File: src/rtl/alt_qkd_pkg.sv
// Shared definitions for the QKD post-processing chain: amplification defaults,
// e1 calculator state encoding and the start-to-valid latency helper.
package alt_qkd_pkg;

    localparam int WID_DEF    = 32;
    localparam int E1_AMP_DEF = 24;

    typedef enum logic [2:0] {
        IDLE  = 3'd0,
        CHECK = 3'd1,
        DIV   = 3'd2,
        ROUND = 3'd3,
        DONE  = 3'd4
    } e1_state_t;

    // Cycles from the accepted start edge to the valid pulse on the division path.
    function automatic int lat_e1(input int wid, input int e1_amp);
        return wid + e1_amp + 1 + 3;
    endfunction

endpackage

File: src/rtl/seq_udiv_rst.sv
// Generic restoring radix-2 unsigned divider, one quotient bit per cycle.
// done_o is high in the cycle whose closing edge completes the last iteration.
module seq_udiv_rst #(
    parameter int DVD_W = 57,
    parameter int DVS_W = 32
) (
    input  logic             clk,
    input  logic             rst,
    input  logic             start_i,
    input  logic [DVD_W-1:0] dividend_i,
    input  logic [DVS_W-1:0] divisor_i,
    output logic             done_o,
    output logic [DVD_W-1:0] quot_o
);

    localparam int CW = $clog2(DVD_W);

    // Dividend bits shift out of the top while quotient bits shift in at the bottom.
    logic [DVD_W-1:0] dq_q, dq_d;
    logic [DVS_W-1:0] r_q, r_d;
    logic [DVS_W-1:0] dvs_q, dvs_d;
    logic [CW-1:0]    cnt_q, cnt_d;
    logic             busy_q, busy_d;
    logic [DVS_W:0]   r_sh_s;
    logic             ge_s;
    logic             last_s;

    // Shift/subtract step and iteration control.
    always_comb begin
        r_sh_s = {r_q, dq_q[DVD_W-1]};
        ge_s   = (r_sh_s >= {1'b0, dvs_q});
        last_s = busy_q && (cnt_q == CW'(DVD_W - 1));
        dq_d   = dq_q;
        r_d    = r_q;
        dvs_d  = dvs_q;
        cnt_d  = cnt_q;
        busy_d = busy_q;
        if (start_i) begin
            dq_d   = dividend_i;
            r_d    = {DVS_W{1'b0}};
            dvs_d  = divisor_i;
            cnt_d  = {CW{1'b0}};
            busy_d = 1'b1;
        end else if (busy_q) begin
            dq_d   = {dq_q[DVD_W-2:0], ge_s};
            // The remainder stays below the divisor, so DVS_W bits always hold it.
            r_d    = ge_s ? (r_sh_s[DVS_W-1:0] - dvs_q) : r_sh_s[DVS_W-1:0];
            cnt_d  = cnt_q + CW'(1);
            busy_d = ~last_s;
        end else begin
            busy_d = 1'b0;
        end
    end

    // Datapath and counter registers.
    always_ff @(posedge clk or negedge rst) begin
        if (!rst) begin
            dq_q   <= {DVD_W{1'b0}};
            r_q    <= {DVS_W{1'b0}};
            dvs_q  <= {DVS_W{1'b0}};
            cnt_q  <= {CW{1'b0}};
            busy_q <= 1'b0;
        end else begin
            dq_q   <= dq_d;
            r_q    <= r_d;
            dvs_q  <= dvs_d;
            cnt_q  <= cnt_d;
            busy_q <= busy_d;
        end
    end

    assign done_o = last_s;
    assign quot_o = dq_q;

endmodule

File: src/rtl/alt_cal_e1.sv
// Amplified error-rate calculator: o_e1 = round(err * 2^E1_AMP / bits), round half up,
// with invalid operands (bits == 0 or err > bits) flagged instead of divided.
module alt_cal_e1
    import alt_qkd_pkg::*;
#(
    parameter int WID    = WID_DEF,
    parameter int E1_AMP = E1_AMP_DEF,
    parameter int QBITS  = WID + E1_AMP + 1
) (
    input  logic           clk,
    input  logic           rst,
    input  logic           i_start,
    input  logic [WID-1:0] i_err_cnt,
    input  logic [WID-1:0] i_bit_cnt,
    output logic           o_e1_busy,
    output logic [WID-1:0] o_e1,
    output logic           o_e1_vld,
    output logic           o_e1_error
);

    localparam logic [WID-1:0] E1_ONE = {{(WID-1){1'b0}}, 1'b1} << E1_AMP;

    e1_state_t        state_q, state_d;
    logic [WID-1:0]   e_q, e_d;
    logic [WID-1:0]   b_q, b_d;
    logic             bad_q, bad_d;
    logic [WID-1:0]   e1_q, e1_d;
    logic             vld_q, vld_d;
    logic             err_q, err_d;
    logic             busy_q, busy_d;

    logic             bad_in_s;
    logic             div_start_s;
    logic             div_done_s;
    logic [QBITS-1:0] dividend_s;
    logic [QBITS-1:0] quot_s;
    logic             hi_s;
    logic [WID-1:0]   rnd_s;
    logic [WID-1:0]   res_s;

    assign bad_in_s    = (b_q == {WID{1'b0}}) || (e_q > b_q);
    assign div_start_s = (state_q == CHECK) && !bad_in_s;
    assign dividend_s  = {e_q, {(E1_AMP + 1){1'b0}}};

    seq_udiv_rst #(
        .DVD_W (QBITS),
        .DVS_W (WID)
    ) u_div (
        .clk        (clk),
        .rst        (rst),
        .start_i    (div_start_s),
        .dividend_i (dividend_s),
        .divisor_i  (b_q),
        .done_o     (div_done_s),
        .quot_o     (quot_s)
    );

    // Quotient carries one extra fractional bit; hi_s cannot fire while err <= bits
    // but saturates rather than wraps should that invariant ever break.
    assign hi_s  = |quot_s[QBITS-1:WID+1];
    assign rnd_s = quot_s[WID:1] + {{(WID-1){1'b0}}, quot_s[0]};
    assign res_s = (bad_q || hi_s) ? E1_ONE : rnd_s;

    // State register.
    always_ff @(posedge clk or negedge rst) begin
        if (!rst) begin
            state_q <= IDLE;
        end else begin
            state_q <= state_d;
        end
    end

    // Next-state logic; the error path passes through ROUND so the result is formed in one place.
    always_comb begin
        state_d = state_q;
        case (state_q)
            IDLE: begin
                if (i_start) begin
                    state_d = CHECK;
                end else begin
                    state_d = IDLE;
                end
            end
            CHECK:   state_d = bad_in_s ? ROUND : DIV;
            DIV:     state_d = div_done_s ? ROUND : DIV;
            ROUND:   state_d = DONE;
            DONE:    state_d = IDLE;
            default: state_d = IDLE;
        endcase
    end

    // Output and operand next-value logic.
    always_comb begin
        e_d    = e_q;
        b_d    = b_q;
        bad_d  = bad_q;
        e1_d   = e1_q;
        vld_d  = 1'b0;
        err_d  = err_q;
        busy_d = (state_d != IDLE);
        case (state_q)
            IDLE: begin
                if (i_start) begin
                    e_d   = i_err_cnt;
                    b_d   = i_bit_cnt;
                    bad_d = 1'b0;
                    err_d = 1'b0;
                end else begin
                    bad_d = bad_q;
                end
            end
            CHECK: bad_d = bad_in_s;
            ROUND: begin
                e1_d  = res_s;
                err_d = bad_q;
                vld_d = 1'b1;
            end
            default: begin
                vld_d = 1'b0;
            end
        endcase
    end

    // Operand and output registers.
    always_ff @(posedge clk or negedge rst) begin
        if (!rst) begin
            e_q    <= {WID{1'b0}};
            b_q    <= {WID{1'b0}};
            bad_q  <= 1'b0;
            e1_q   <= {WID{1'b0}};
            vld_q  <= 1'b0;
            err_q  <= 1'b0;
            busy_q <= 1'b0;
        end else begin
            e_q    <= e_d;
            b_q    <= b_d;
            bad_q  <= bad_d;
            e1_q   <= e1_d;
            vld_q  <= vld_d;
            err_q  <= err_d;
            busy_q <= busy_d;
        end
    end

    assign o_e1_busy  = busy_q;
    assign o_e1       = e1_q;
    assign o_e1_vld   = vld_q;
    assign o_e1_error = err_q;

endmodule

File: config.mk
export PLATFORM = sky130hd
export DESIGN_NAME = alt_cal_e1
export DESIGN_NICKNAME = d
export VERILOG_FILES = /design/src/rtl/alt_qkd_pkg.sv /design/src/rtl/seq_udiv_rst.sv /design/src/rtl/alt_cal_e1.sv
export SDC_FILE = /design/constraint.sdc
export NUM_CORES = 1
export LEC_CHECK = 0
export BUFFER_PORTS_ARGS = -buffer_cell sky130_fd_sc_hd__buf_4
export CAP_MARGIN = 20
export CORE_MARGIN = 2
export CORE_UTILIZATION = 61
export DETAILED_ROUTE_END_ITERATION = 12
export PLACE_DENSITY = 0.81
export SYNTH_ARGS = -nofsm -noshare
export SYNTH_HDL_FRONTEND = slang
export SYNTH_HIERARCHICAL = 1
export SYNTH_SLANG_ARGS = --single-unit
export TNS_END_PERCENT = 10
File: constraint.sdc
create_clock -name clk -period 3.8 [get_ports clk]
set_input_delay 0.38 -clock clk [delete_from_list [all_inputs] [get_ports clk]]
set_output_delay 0.38 -clock clk [all_outputs]
set_load 0.02 [all_outputs]
Word-level counts from Yosys, hierarchy flattened:

Cells that the tools add are included.

* output and inout bits: 35
* word-level logic and storage cells: 57
* bits in registers: 231
* input port bits: 67

* equal/unequal tests: 5
* bitwise gates (word level): 1
* add/subtract/negate cells: 3
* reductions and logical operators: 15
* order comparisons: 2
* muxes and demuxes: 18

Operators with widths (count)
* $mux W32: 4
* $mux W57: 2
* $ge A33 B32 Y1: 1
* $add A32 B1 Y32: 1
* $gt A32 B32 Y1: 1
* $logic_not A32 Y1: 1
* $sub A32 B32 Y32: 1
* $reduce_or A24 Y1: 1
* $mux W6: 2
* $pmux W3 S4: 1
* $mux W1: 7
* $add A6 B1 Y6 const B: 1
* $eq A3 B2 Y1 const B: 2
* $eq A6 B6 Y1 const B: 1
* $reduce_and A2 Y1: 3
* $reduce_bool A2 Y1: 3
* $pmux W1 S2: 2
* $eq A3 B1 Y1 const B: 1
* $logic_not A3 Y1: 1
* $reduce_bool A3 Y1: 1
* $logic_and A1 B1 Y1: 2
* $logic_or A1 B1 Y1: 2
* $ne A2 B2 Y1 const B: 1
* $logic_not A1 Y1: 1
* $not A1 Y1: 1

Longest topological paths before layout:

Gate-level depths: netlist (run 1).

* word-level depth: 5
* depth in mapped cells: 13

Modules after synthesis:

Netlist (run 1), hierarchy kept.

Modules (own cells, without submodules)
* seq_udiv_rst: area an instance 7442.1 µm², cells each 838, times used 1
* alt_cal_e1: area an instance 5270.1 µm², cells each 527, times used 1

Worst setup path after synthesis (run 1):

OpenSTA, ideal clock, no wires.

* kind: reg-to-reg
* start: register u_div.r_q[25]
* end: register u_div.r_q[18]
* path buffers: 2
* arrival: 2.827 ns
* stages on the path, launching flop included: 12
* setup slack: 0.841 ns
* setup time: 0.132 ns
* period minus slack after synthesis: 2.959 ns
* cell sequence: dfrtp_1 ha_1 buf_2 a21o_1 a221o_1 a221o_1 a2111o_1 a31oi_4 buf_4 nor2_1 a221oi_1 nor2_1

* cells in the longest elaborated chain, start to end: 4

RTL lines
* from (decl): line seq_udiv_rst.sv:20 `logic [DVS_W-1:0] r_q, r_d;`
* from (signal assigned): line seq_udiv_rst.sv:59 `r_q <= {DVS_W{1'b0}};`
* from (signal assigned): line seq_udiv_rst.sv:65 `r_q <= r_d;`
* $ge A33 B32 Y1: line seq_udiv_rst.sv:31 `ge_s = (r_sh_s >= {1'b0, dvs_q});`
* $mux W32: line seq_udiv_rst.sv:47 `r_d = ge_s ? (r_sh_s[DVS_W-1:0] - dvs_q) : r_sh_s[DVS_W-1:0];`
* $mux W32: line seq_udiv_rst.sv:44 `end else if (busy_q) begin`
* $mux W32: line seq_udiv_rst.sv:38 `if (start_i) begin`

Every way passes these cells. The select of a mux whose other input is x is not followed.
A chain may end at the register's enable or synchronous reset.

Worst setup path after layout (run 1):

* start: register u_div.r_q[3]
* end: register u_div.r_q[31]

* cells in the longest elaborated chain, start to end: 4
* elaborated cells on any way between the ends: 5
* classes of those cells: add/sub: 1; order compare: 1; mux: 3

RTL lines (line)
* $sub A32 B32 Y32 or $ge A33 B32 Y1 (tied branches): seq_udiv_rst.sv:47, seq_udiv_rst.sv:31
* $mux W32 (*): seq_udiv_rst.sv:47
* $mux W32 (*): seq_udiv_rst.sv:44
* $mux W32 (*): seq_udiv_rst.sv:38

Mark *: on every way between the ends. The rest lies on a longest branch, timed or not. The select of a mux whose other input is x is not followed.

==> results of run 1 <==
## cells by family (layout without fill, tap and decap cells)
kind of cell	Yosys count	count (layout)	share of synthesized area, %
AOI/OAI and AO/OA	343	343	15.6
muxes	102	102	8.38
xor gates and xnor gates	59	59	4.06
adders and majority gates	69	69	6.85
other	1	25	0.0295
buffers and inverters	154	249	4.74
and+or+nand+nor	406	406	14.9
DFF	231	231	45.5
## state kept, by name, summed over array words and instances, names as in the netlist
name	cells
u_div/busy_q	1
o_e1_busy	1
u_div/dvs_q	32
o_e1	32
state_q	3
o_e1_error	1
u_div/quot_o	57
u_div/cnt_q	6
o_e1_vld	1
u_div/r_q	32
bad_q	1
e_q	32
b_q	32
## final timing paths
| kind | from | endpoint | slack (ns) | cells after the start |
|---|---|---|---|---|
| max | u_div/r_q[3] | u_div/r_q[31] | 0.39 | 12 |
| min | i_bit_cnt[7] | b_q[7] | 0.06 | 3 |
| max reg2reg | u_div/r_q[3] | u_div/r_q[31] | 0.39 | 12 |
| min reg2reg | o_e1[4] | o_e1[4] | 0.48 | 2 |
| max in group asynchronous | rst | u_div/quot_o[10] | 2.28 | 3 |
| min in group asynchronous | rst | u_div/r_q[27] | 0.48 | 2 |
## stage by stage
step                cell area, um2  hold slack, ns
detailed placement           13800           0.472
global route                 14600          0.0648
floorplan                    12800          0.0844
CTS                          14600          0.0522
global placement             13800           0.464
finish                       14600          0.0631
## critical path, delay by kind of cell, from the launching register on
family | cells | cell delay, ns
adders and majority gates | 1 | 0.37
and+or+nand+nor | 2 | 0.44
DFF | 1 | 0.41
AOI/OAI and AO/OA | 7 | 1.63
buffers and inverters | 2 | 0.42
## cell type report
| type | count | area [um2] | area share, % |
|---|---|---|---|
| inverter | 85 | 319 | 2.18 |
| multi-input combinational | 1004 | 6430 | 43.9 |
| timing repair buffer | 120 | 948 | 6.48 |
| sequential | 231 | 5780 | 39.5 |
| tap | 270 | 338 | 2.31 |
| clock inverter | 8 | 98.8 | 0.675 |
| clock buffer | 36 | 717 | 4.90 |
## metal layers
layer / part of all wire, % / vias up / global-route usage (%) / wire length (um)
met5: 0 / - / 0 / 0
met4: 2.9 / 0 / 8.71 / 888
met3: 5.6 / 66 / 4.17 / 1730
met2: 47 / 340 / 45.7 / 14500
met1: 45 / 4943 / 40.7 / 13900
li1: - / 4955 / - / -
## power groups by stage
stage / Combinational [uW] / Clock (uW) / Sequential [uW]
3_3_place_gp: 174 / 0 / 2530
6_report: 174 / 2410 / 2490
3_5_place_dp: 175 / 0 / 2530
2_1_floorplan: 52.8 / 0 / 2530
5_1_grt: 197 / 2530 / 2490
4_1_cts: 177 / 2430 / 2490
## Yosys cell counts, types with 3 or more instances
cell type and n:
a211oi_1 24, nor2_1 80, mux2_2 35, nor2b_1 3, nor4_1 19, o21a_1 4
dfrtp_1 231, buf_4 3, o211ai_1 6, and4_1 5, o31ai_1 3, o21ai_1 5
a21oi_1 78, nand2b_1 9, nand3_1 19, nand2_1 203, inv_1 85, ha_1 68
o22ai_1 5, a31oi_1 4, xnor2_1 26, or3_1 3, a21o_1 13, nor3_1 9
o21ai_0 171, and3_1 12, buf_2 5, o21bai_1 7, clkbuf_1 59, xor2_1 33
nand4_1 28, mux2i_1 67
## cells in the final DEF, fill, tap and decap left out, types with 28 or more instances in the layout
cell type / n
a21oi_1: 78
buf_4: 115
dfrtp_1: 230
ha_1: 68
inv_1: 85
mux2_2: 35
mux2i_1: 67
nand2_1: 203
nand4_1: 28
nor2_1: 80
o21ai_0: 171
xor2_1: 33
==> metrics.md, run 1 <==
| Metric | Value |
|---|---|
| Num Clock Sinks | `about 230` |
| Die H | `around 150 um` |
| Internal power | `~4000 uW` |
| Area growth from synthesis to layout | `15.1%` |
| Vias per cell | `5.87` |
| Crit-path max FO | `12` |
| CP max-delay cell | `o21ai_1` |
| Synth top area share | `between 40% and 50%` |
| Sequential area share after synthesis | `45.5%` |
| Placed Cells incl. Taps | `1709` |
| Clock Tree Root | `clkbuf_16` |
| Fin. Hold Viols | `0` |
| Detailed Route WL | `about 31000 um` |
| Req. time, crit path | `4.20 ns` |
| Clk Latency, worst-skew pair | `0.52 ns` |
| # DRC | `0` |
| FILL cells | `between 1000 and 1500` |
| Mean Syn Cell Area | `just over 9 um2` |
| Worst Setup End Kind | `flip-flop` |
| Ys async rst share | `between 90% and 100%` |
| CORE AREA | `roughly 20000 um2` |
| GRT Overall Usage | `between 20 and 30%` |
| Detailed Place HPWL | `around 22000 um` |
| Total power | `approximately 5000 uW` |
| WL/cell | `roughly 18 um` |
| Slowest stage delay, CP | `approximately 0.42 ns` |
| Slew headroom | `a little under two fifths` |
| Library cells used by synthesis | `between 60 and 70` |
| Worst min path class | `primary input to flip-flop` |
| Setup Fix Bufs, Post-CTS | `0` |
| Switching Power | `approximately 1100 uW` |
| Max VDD drop | `between 300 and 400 uV` |
| H-tree depth | `1` |
| Ys Warns | `6` |
| Vias | `10304` |
| Leading post-synthesis cells by cell area | `dfrtp_1 (45%), o21ai_0 (6.7%), ha_1 (6.7%), nand2_1 (6.0%), mux2i_1 (5.3%)` |
| Final slew viol count | `0` |
| IO Count | `102` |
| Final core occ | `between 70% and 80%` |
| Final setup TNS | `0 ns` |
| Die ar. | `about 22000 um2` |
| Rows | `52` |
| Pre-CTS WS | `0.480 ns` |
| First-pass GRT wire length | `~51000 um` |
| Fin nets | `~1600` |
| Clock Skew | `between 0.01 and 0.015 ns` |
| Sequential share of power | `slightly below 50%` |
| Cell Area, Synth | `between 10000 and 15000 um2` |
| Drt pass-1 iters | `7` |
| LEAKAGE | `0.00746 uW` |
| Gate Count Post-Synth | `between 1000 and 1500` |
| Fin cells | `approximately 1800` |
| Antenna fix cells | `0` |
| Switch share | `between 20% and 30%` |
| CTS tree | `done` |
| Status | `finished, final reports clean` |
| Max Clock Freq | `about 0.29 GHz` |
| Cell Chain, Critical Path | `ha_1 -> nand3_1 -> o21bai_1 -> a21oi_1 -> o31ai_1 -> buf_4 -> o21ai_1 -> a31oi_4 -> buf_4 -> nor4_1 -> a21oi_1 -> a32o_1` |
| Post-cts gate resize count | `0` |
| Critical Path Start Type | `flip-flop` |
| Die X | `148 um` |
| CTS clock-pin slew for the worst setup and hold paths | `around 0.060 ns` |
| Number of flops mapped to enable cells by yosys | `0` |
| Starting Density | `between 60 and 70%` |
| Worst Tran Pin Value | `around 0.94 ns` |
| Hold buffers post-CTS | `1` |
| Minimum clock period | `~3.4 ns` |
| Main synth FF type | `dfrtp_1` |
| Gate power share | `3.4%` |
| Final worst path period share | `about nine tenths` |
| #FFs+latches synth | `231` |
| Pwr/cell area | `between 300 and 400 nW/um2` |
| Clock power frac | `47.5%` |
| Worst EP arrival | `around 3.8 ns` |
| Gr ovfl total | `0` |
| CTS max path bufs | `3` |
| Vias in the first global route | `about 10000` |
| Max-cap violations | `0` |
| Setup CP Type | `flip-flop to flip-flop` |
| Initial antenna violation count | `0` |
| Synth area leader | `dfrtp_1` |
| Detailed router's first-iteration violation count | `between 800 and 900` |
| Final WS setup | `just under 0.4 ns` |
| Final setup viols | `0` |
| Gp weighted congestion | `0.904` |
| Largest net degree at the start of global routing | `between 100 and 150` |
| I/O Buffers | `roughly 100` |
| Routed Antenna Nets | `0` |
| Share of cells above drive strength 1 | `between 10 and 15%` |
| RSZ-0062 raised after global routing | `false` |
| Num CTS Buffers | `25` |
(Power assumes the default switching activity.)
==> run 2, diff against run 1 <==
--- a/config.mk
+++ b/config.mk
@@ -9,10 +9,10 @@
 export CAP_MARGIN = 20
 export CORE_MARGIN = 2
 export CORE_UTILIZATION = 61
+export CTS_CLUSTER_SIZE = 28
 export DETAILED_ROUTE_END_ITERATION = 12
 export PLACE_DENSITY = 0.81
 export SYNTH_ARGS = -nofsm -noshare
 export SYNTH_HDL_FRONTEND = slang
-export SYNTH_HIERARCHICAL = 1
 export SYNTH_SLANG_ARGS = --single-unit
 export TNS_END_PERCENT = 10
==> run 2 against run 1 <==
Register-to-register slack better by 0.05 ns; area after synthesis is 1.8% lower; largest cell class unchanged; global-route usage is 0.51 points lower; die area is 1.8% lower; maximum frequency is 1.6% higher; sequential cell count is 1 lower; highest routed layer unchanged; sequential power is 80% higher.
==> metrics.md, run 2 <==
| Metric | Value |
|---|---|
| Cell Chain, Critical Path | `ha_1 -> nand4_1 -> nor3_2 -> o21ai_1 -> a31o_1 -> a21oi_2 -> inv_2 -> or3_1 -> a311oi_1` |
| Final setup TNS | `0 ns (unchanged)` |
| Synth top cells by count | `dfrtp_1 (230), nand2_1 (219), o21ai_0 (169)` |
| Fin nets | `1549 (-3.4%)` |
| Die H | `147 um (-0.89%)` |
| Area growth from synthesis to layout | `15.3%` |
| Die ar. | `21600 um2 (-1.8%)` |
| Die X | `147 um (-0.89%)` |
| CTS tree | `done` |
| Starting Density | `61.9% (-0.54 points)` |
| Synth top area share | `46.1% (+0.64 points)` |
| Final setup viols | `0 (unchanged)` |
| Gr ovfl total | `0 (unchanged)` |
| Num Clock Sinks | `230 (-0.43%)` |
| Switch share | `43.0% (+22 points)` |
| Gp weighted congestion | `0.950 (+5.1%)` |
| CP max-delay cell | `a21oi_2` |
| Final core occ | `71.3% (-0.53 points)` |
| Largest register FFs | `57 (unchanged)` |
| Share of cells above drive strength 1 | `14.5% (+0.64 points)` |
| Worst Tran Pin Value | `0.745 ns (-0.191 ns)` |
| Final worst path period share | `88.2% (-1.4 points)` |
| Minimum clock period | `3.35 ns (-0.0539 ns)` |
| Reg2reg setup slack | `0.45 ns (+0.05 ns)` |
| Sequential share of power | `30.5% (-19 points)` |
| Drt pass-1 iters | `6 (-1)` |
| First-pass GRT wire length | `49600 um (-2.9%)` |
| I/O Buffers | `101 (unchanged)` |
| Fin. Hold Viols | `0 (unchanged)` |
| H-tree depth | `1 (unchanged)` |
| CTS clock-pin slew for the worst setup and hold paths | `0.07 ns (about the same)` |
| Clock power frac | `17.7% (-30 points)` |
| Gate power share | `51.8% (+48 points)` |
| Critical Path Start Type | `flip-flop` |
| Buf+Inv Stages, Crit Path | `1 (-1)` |
| CTS max path bufs | `3 (unchanged)` |
| Rows | `52 (unchanged)` |
| Largest net degree at the start of global routing | `99 (-9.2%)` |
| Final slew viol count | `0 (unchanged)` |
| #FFs+latches synth | `230 (-0.43%)` |
| Library cells used by synthesis | `64 (+1.6%)` |
| Mean Syn Cell Area | `9.33 um2 (+0.16%)` |
| Total power | `14700 uW (+190%)` |
| Main synth FF type | `dfrtp_1` |
| Num CTS Buffers | `25 (unchanged)` |
| RSZ-0062 raised after global routing | `false` |
| Slowest stage delay, CP | `0.44 ns (+0.02 ns)` |
| Antenna fix cells | `0 (unchanged)` |
| Clock Skew | `0.0108 ns (+0.000428 ns)` |
| Initial antenna violation count | `0 (unchanged)` |
| IO Count | `102 (unchanged)` |
| Pwr/cell area | `1020 nW/um2 (+200%)` |
| Slew headroom | `50.3% (+13 points)` |
| # DRC | `0 (unchanged)` |
| Worst min path class | `primary input to flip-flop` |
| Crit-path max FO | `20 (+8)` |
| Ys async rst share | `100% (unchanged)` |
| Cell Area, Synth | `12500 um2 (-1.8%)` |
| Worst Setup End Kind | `flip-flop` |
| Hold buffers post-CTS | `1 (unchanged)` |
| Status | `finished, final reports clean` |
| Vias | `10054 (-2.4%)` |
| Setup Fix Bufs, Post-CTS | `0 (unchanged)` |
| Most frequent cells in the layout | `dfrtp_1 (229), nand2_1 (219), o21ai_0 (169)` |
| LEAKAGE | `0.00688 uW (-7.9%)` |
| Post-cts gate resize count | `0 (unchanged)` |
| Synth area leader | `dfrtp_1` |
| Leading post-synthesis cells by cell area | `dfrtp_1 (46%), ha_1 (6.8%), o21ai_0 (6.8%), nand2_1 (6.6%), mux2i_1 (4.9%)` |
| Gate Count Post-Synth | `1338 (-2.0%)` |
| Max-cap violations | `0 (unchanged)` |
| Req. time, crit path | `4.23 ns (+0.03 ns)` |
| Max Clock Freq | `0.298 GHz (+1.6%)` |
| Ys Warns | `0 (-6)` |
| Clk Latency, worst-skew pair | `0.54 ns (+0.02 ns)` |
| Most frequent cell after synthesis | `dfrtp_1` |
| Most common cell after layout, fill and taps aside | `dfrtp_1` |
| CORE AREA | `20200 um2 (-0.96%)` |
| Sequential area share after synthesis | `46.1% (+0.64 points)` |
| Detailed Place HPWL | `20900 um (-5.2%)` |
| Routed Antenna Nets | `0 (unchanged)` |
| Setup CP Type | `flip-flop to flip-flop` |
| GRT Overall Usage | `28.0% (-0.51 points)` |
| Clock Tree Root | `clkbuf_16` |
| Vias in the first global route | `9794 (-3.4%)` |
| Vias per cell | `5.91 (+0.55%)` |
| Detailed router's first-iteration violation count | `709 (-14%)` |
| FILL cells | `1537 (+2.9%)` |
| Internal power | `8380 uW (+110%)` |
| Top delay family on crit path | `compound AO/OA/AOI/OAI gates` |
| Detailed Route WL | `29800 um (-3.7%)` |
| Worst EP arrival | `3.78 ns (-0.03 ns)` |
| Number of flops mapped to enable cells by yosys | `0 (unchanged)` |
| WL/cell | `17.5 um (-0.78%)` |
| Switching Power | `6330 uW (+490%)` |
| Post-Synthesis Net Count | `between 1000 and 1500` |
| Max VDD drop | `537 uV (+45%)` |
run 2: cell types whose count changed after synthesis, moves of 6 or more:
cell / delta
a31oi_1: +11
a311oi_1: +11
mux2i_1: -6
nand2_1: +16
buf_2: +18
nand4_1: -6
clkbuf_1: -17
xor2_1: -7
a21oi_1: -35
a211oi_1: -14
a21o_1: +10
run 2: final timing paths:
check,end,cells past startpoint,startpoint
worst max-delay path,u_div.r_q[7],9,u_div.r_q[9]
worst min-delay path,b_q[22],3,i_bit_cnt[22]
worst max register to register,u_div.r_q[7],9,u_div.r_q[9]
worst min register to register,o_e1[3],2,o_e1[3]
max in group asynchronous,u_div.r_q[5],3,rst
min in group asynchronous,o_e1[20],2,rst
run 2: layout make-up:
class                      count  area [um2]  share of cell area, %
timing repair buffer         116         943                   6.56
inverter                      82         308                   2.14
tap                          270         338                   2.35
clock inverter                12         180                   1.25
multi-input combinational    958        6140                   42.7
clock buffer                  34         719                   5.00
sequential                   230        5760                   40.0
run 2: power by group through the flow:
stage               Sequential, uW  Combinational (uW)  Clock, uW
finish                        4480                7620       2610
global route                  4610                8510       2750
CTS                           4460                7550       2640
detailed placement            4490                7430          0
global placement              4440                7200          0
floorplan                     4120                6010          0
run 2: logic make-up after synthesis:
logic type	Yosys count	synth area share [%]
simple gates	417	14.8
buf+inv	150	4.81
xor+xnor	56	3.93
fa+ha+maj	69	6.98
flops	230	46.1
compound gates	321	15.4
mux	95	7.96
run 2: metrics by stage:
stage | instances | setup slack (ns) | hold WS [ns] | instance area [um2]
3_5_place_dp | 1655 | 0.535 | 0.452 | 13500
3_3_place_gp | 1655 | 0.690 | 0.451 | 13500
2_1_floorplan | 1338 | 1.17 | 0.0844 | 12500
5_1_grt | 1702 | 0.231 | 0.0601 | 14400
4_1_cts | 1702 | 0.494 | 0.0448 | 14400
6_report | 1702 | 0.448 | 0.0486 | 14400
run 2: routing by layer:
metal  vias up  routed length [um]  global-route usage [%]
met4         0                 738                    8.17
met5         -                   0                       0
met1      4847               13000                    39.4
met3        63                1870                    3.94
met2       336               14300                    45.8
li1       4808                   -                       -
run 2: worst reg2reg max path, stage by stage, from the launching register on:
cell and delay, ns:
dfrtp_1 0.40, ha_1 0.42, nand4_1 0.21, nor3_2 0.24, o21ai_1 0.21, a31o_1 0.28
a21oi_2 0.44, inv_2 0.31, or3_1 0.43, a311oi_1 0.30
==> run 3, diff against run 2 <==
==> constraint.sdc (replaced) <==
create_clock -name clk -period 3.8 [get_ports clk]
set_input_delay 0.76 -clock clk [delete_from_list [all_inputs] [get_ports clk]]
set_output_delay 0.76 -clock clk [all_outputs]
set_load 0.02 [all_outputs]
==> run 3 against run 2 <==
Register-to-register slack better by 0.05 ns; combinational power fell by 0.7%; first-iteration DRC count shrank 6.2%; power fell by 1.1%; count of clock-buffer cells in the layout down 1; die area unchanged; maximum frequency is 1.5% higher; final cell count is 0.29% lower; critical path type unchanged; largest power group unchanged.
==> metrics.md, run 3 (synthesized netlist as in run 2, its figures left out) <==
| Metric | Value |
|---|---|
| GRT Overall Usage | `27.7% (-0.31 points)` |
| WL/cell | `17.3 um (-1.6%)` |
| Vias in the first global route | `9870 (+0.78%)` |
| Req. time, crit path | `4.22 ns (about the same)` |
| Worst EP arrival | `3.72 ns (-0.06 ns)` |
| Reg2reg setup slack | `0.50 ns (+0.05 ns)` |
| Critical Path Start Type | `flip-flop` |
| Final core occ | `71.0% (-0.29 points)` |
| Hold buffers post-CTS | `0 (-1)` |
| IO Count | `102 (unchanged)` |
| Final worst path period share | `86.9% (-1.3 points)` |
| CTS clock-pin slew for the worst setup and hold paths | `0.06 ns (about the same)` |
| Detailed router's first-iteration violation count | `665 (-6.2%)` |
| RSZ-0062 raised after global routing | `false` |
| Clock Skew | `0.0267 ns (+0.0160 ns)` |
| Routed Antenna Nets | `0 (unchanged)` |
| Worst min path class | `primary input to async pin` |
| Rows | `52 (unchanged)` |
| Pwr/cell area | `1020 nW/um2 (-0.74%)` |
| Max-cap violations | `0 (unchanged)` |
| Die ar. | `21600 um2 (unchanged)` |
| FILL cells | `1515 (-1.4%)` |
| Num CTS Buffers | `24 (-4.0%)` |
| Die H | `147 um (unchanged)` |
| Final WS setup | `0.498 ns (+0.0503 ns)` |
| Worst Setup End Kind | `flip-flop` |
| Final setup TNS | `0 ns (unchanged)` |
| CTS tree | `done` |
| Initial antenna violation count | `0 (unchanged)` |
| Vias per cell | `5.87 (-0.68%)` |
| I/O Buffers | `101 (unchanged)` |
| Area growth from synthesis to layout | `14.8%` |
| Status | `finished, final reports clean` |
| Most common cell after layout, fill and taps aside | `dfrtp_1` |
| Post-cts gate resize count | `0 (unchanged)` |
| Minimum clock period | `3.30 ns (-0.0503 ns)` |
| Worst Tran Pin Value | `0.755 ns (+0.00966 ns)` |
| Fin. Hold Viols | `0 (unchanged)` |
| Clk Latency, worst-skew pair | `0.54 ns (about the same)` |
| Max VDD drop | `541 uV (+0.66%)` |
| Gr ovfl total | `0 (unchanged)` |
| Setup CP Type | `flip-flop to flip-flop` |
| CORE AREA | `20200 um2 (unchanged)` |
| Setup Fix Bufs, Post-CTS | `0 (unchanged)` |
| CTS max path bufs | `3 (unchanged)` |
| Die X | `147 um (unchanged)` |
| First-pass GRT wire length | `49400 um (-0.46%)` |
| Max Clock Freq | `0.303 GHz (+1.5%)` |
| Largest net degree at the start of global routing | `100 (+1.0%)` |
| Pre-CTS WS | `0.633 ns (+0.0982 ns)` |
| Share of cells above drive strength 1 | `14.1% (-0.44 points)` |
| Final instance area | `14300 um2 (-0.41%)` |
| Vias | `9956 (-0.97%)` |
| Largest register FFs | `57 (unchanged)` |
| Final setup viols | `0 (unchanged)` |
| Final slew viol count | `0 (unchanged)` |
| Antenna fix cells | `0 (unchanged)` |
| H-tree depth | `1 (unchanged)` |
| Drt pass-1 iters | `5 (-1)` |
| # DRC | `0 (unchanged)` |
| Starting Density | `61.9% (unchanged)` |
| LEAKAGE | `0.00684 uW (-0.48%)` |
| Detailed Place HPWL | `20900 um (+0.13%)` |
| Final hold slack | `0.232 ns (+0.183 ns)` |
| Area post-placement | `13500 um2 (about the same)` |
| Num Clock Sinks | `230 (unchanged)` |
| Gp weighted congestion | `0.923 (-2.9%)` |
| Most frequent cells in the layout | `dfrtp_1 (229), nand2_1 (219), o21ai_0 (169)` |
| Fin nets | `1547 (-0.13%)` |
| Clock Tree Root | `clkbuf_16` |
| Slew headroom | `49.7% (-0.64 points)` |
| Detailed Route WL | `29300 um (-1.8%)` |
| Crit-path max FO | `44 (+120%)` |
[run 3: area by class of cell]
type	count	area (um2)	share of cell area (%)
repair buffers	115	946	6.60
inverters	82	308	2.15
clock inverters	9	174	1.21
well taps	270	338	2.36
flip-flops and latches	230	5760	40.2
clock buffers	33	664	4.64
multi-input cells	958	6140	42.8
[run 3: layer usage]
metal	track usage (%)	share of wire, %
met2	46.7	48
met5	0	0
met1	38.8	44
met4	7.26	2.3
met3	3.04	5.4
[run 3: worst max-delay path, stage by stage (launching register included)]
cell and delay (ns):
dfrtp_1 0.38, inv_1 0.08, ha_1 0.30, nand4_1 0.20, or2_2 0.36, nor3_1 0.38, nor4bb_1 0.51, a21o_4 0.43
buf_4 0.33, nand2_1 0.09, o21ai_0 0.11
[run 3: report_power, final]
part           total [uW]  switching, uW  leakage [uW]  internal, uW
Sequential           4490            985       0.00290          3510
Combinational        7570           4300       0.00354          3270
Clock                2480            979      0.000408          1500
Total               14500           6270       0.00684          8280
[run 3: through the flow]
stage                     power, uW  instances
after global routing          15700       1697
after detailed placement      11900       1655
after floorplan               10100       1338
after CTS                     14500       1697
final                         14500       1697
after global placement        11600       1655
[run 3: path summary, 6_finish.rpt]
kind                               start               end  cells past startpoint
max                              b_q[29]   u_div.dvs_q[15]                     10
min                                  rst  u_div.quot_o[21]                      1
max reg2reg                      b_q[29]   u_div.dvs_q[15]                     10
min reg2reg                     o_e1[18]          o_e1[18]                      2
max in group asynchronous            rst           o_e1[1]                      2
min in group clk           i_bit_cnt[17]           b_q[17]                      3
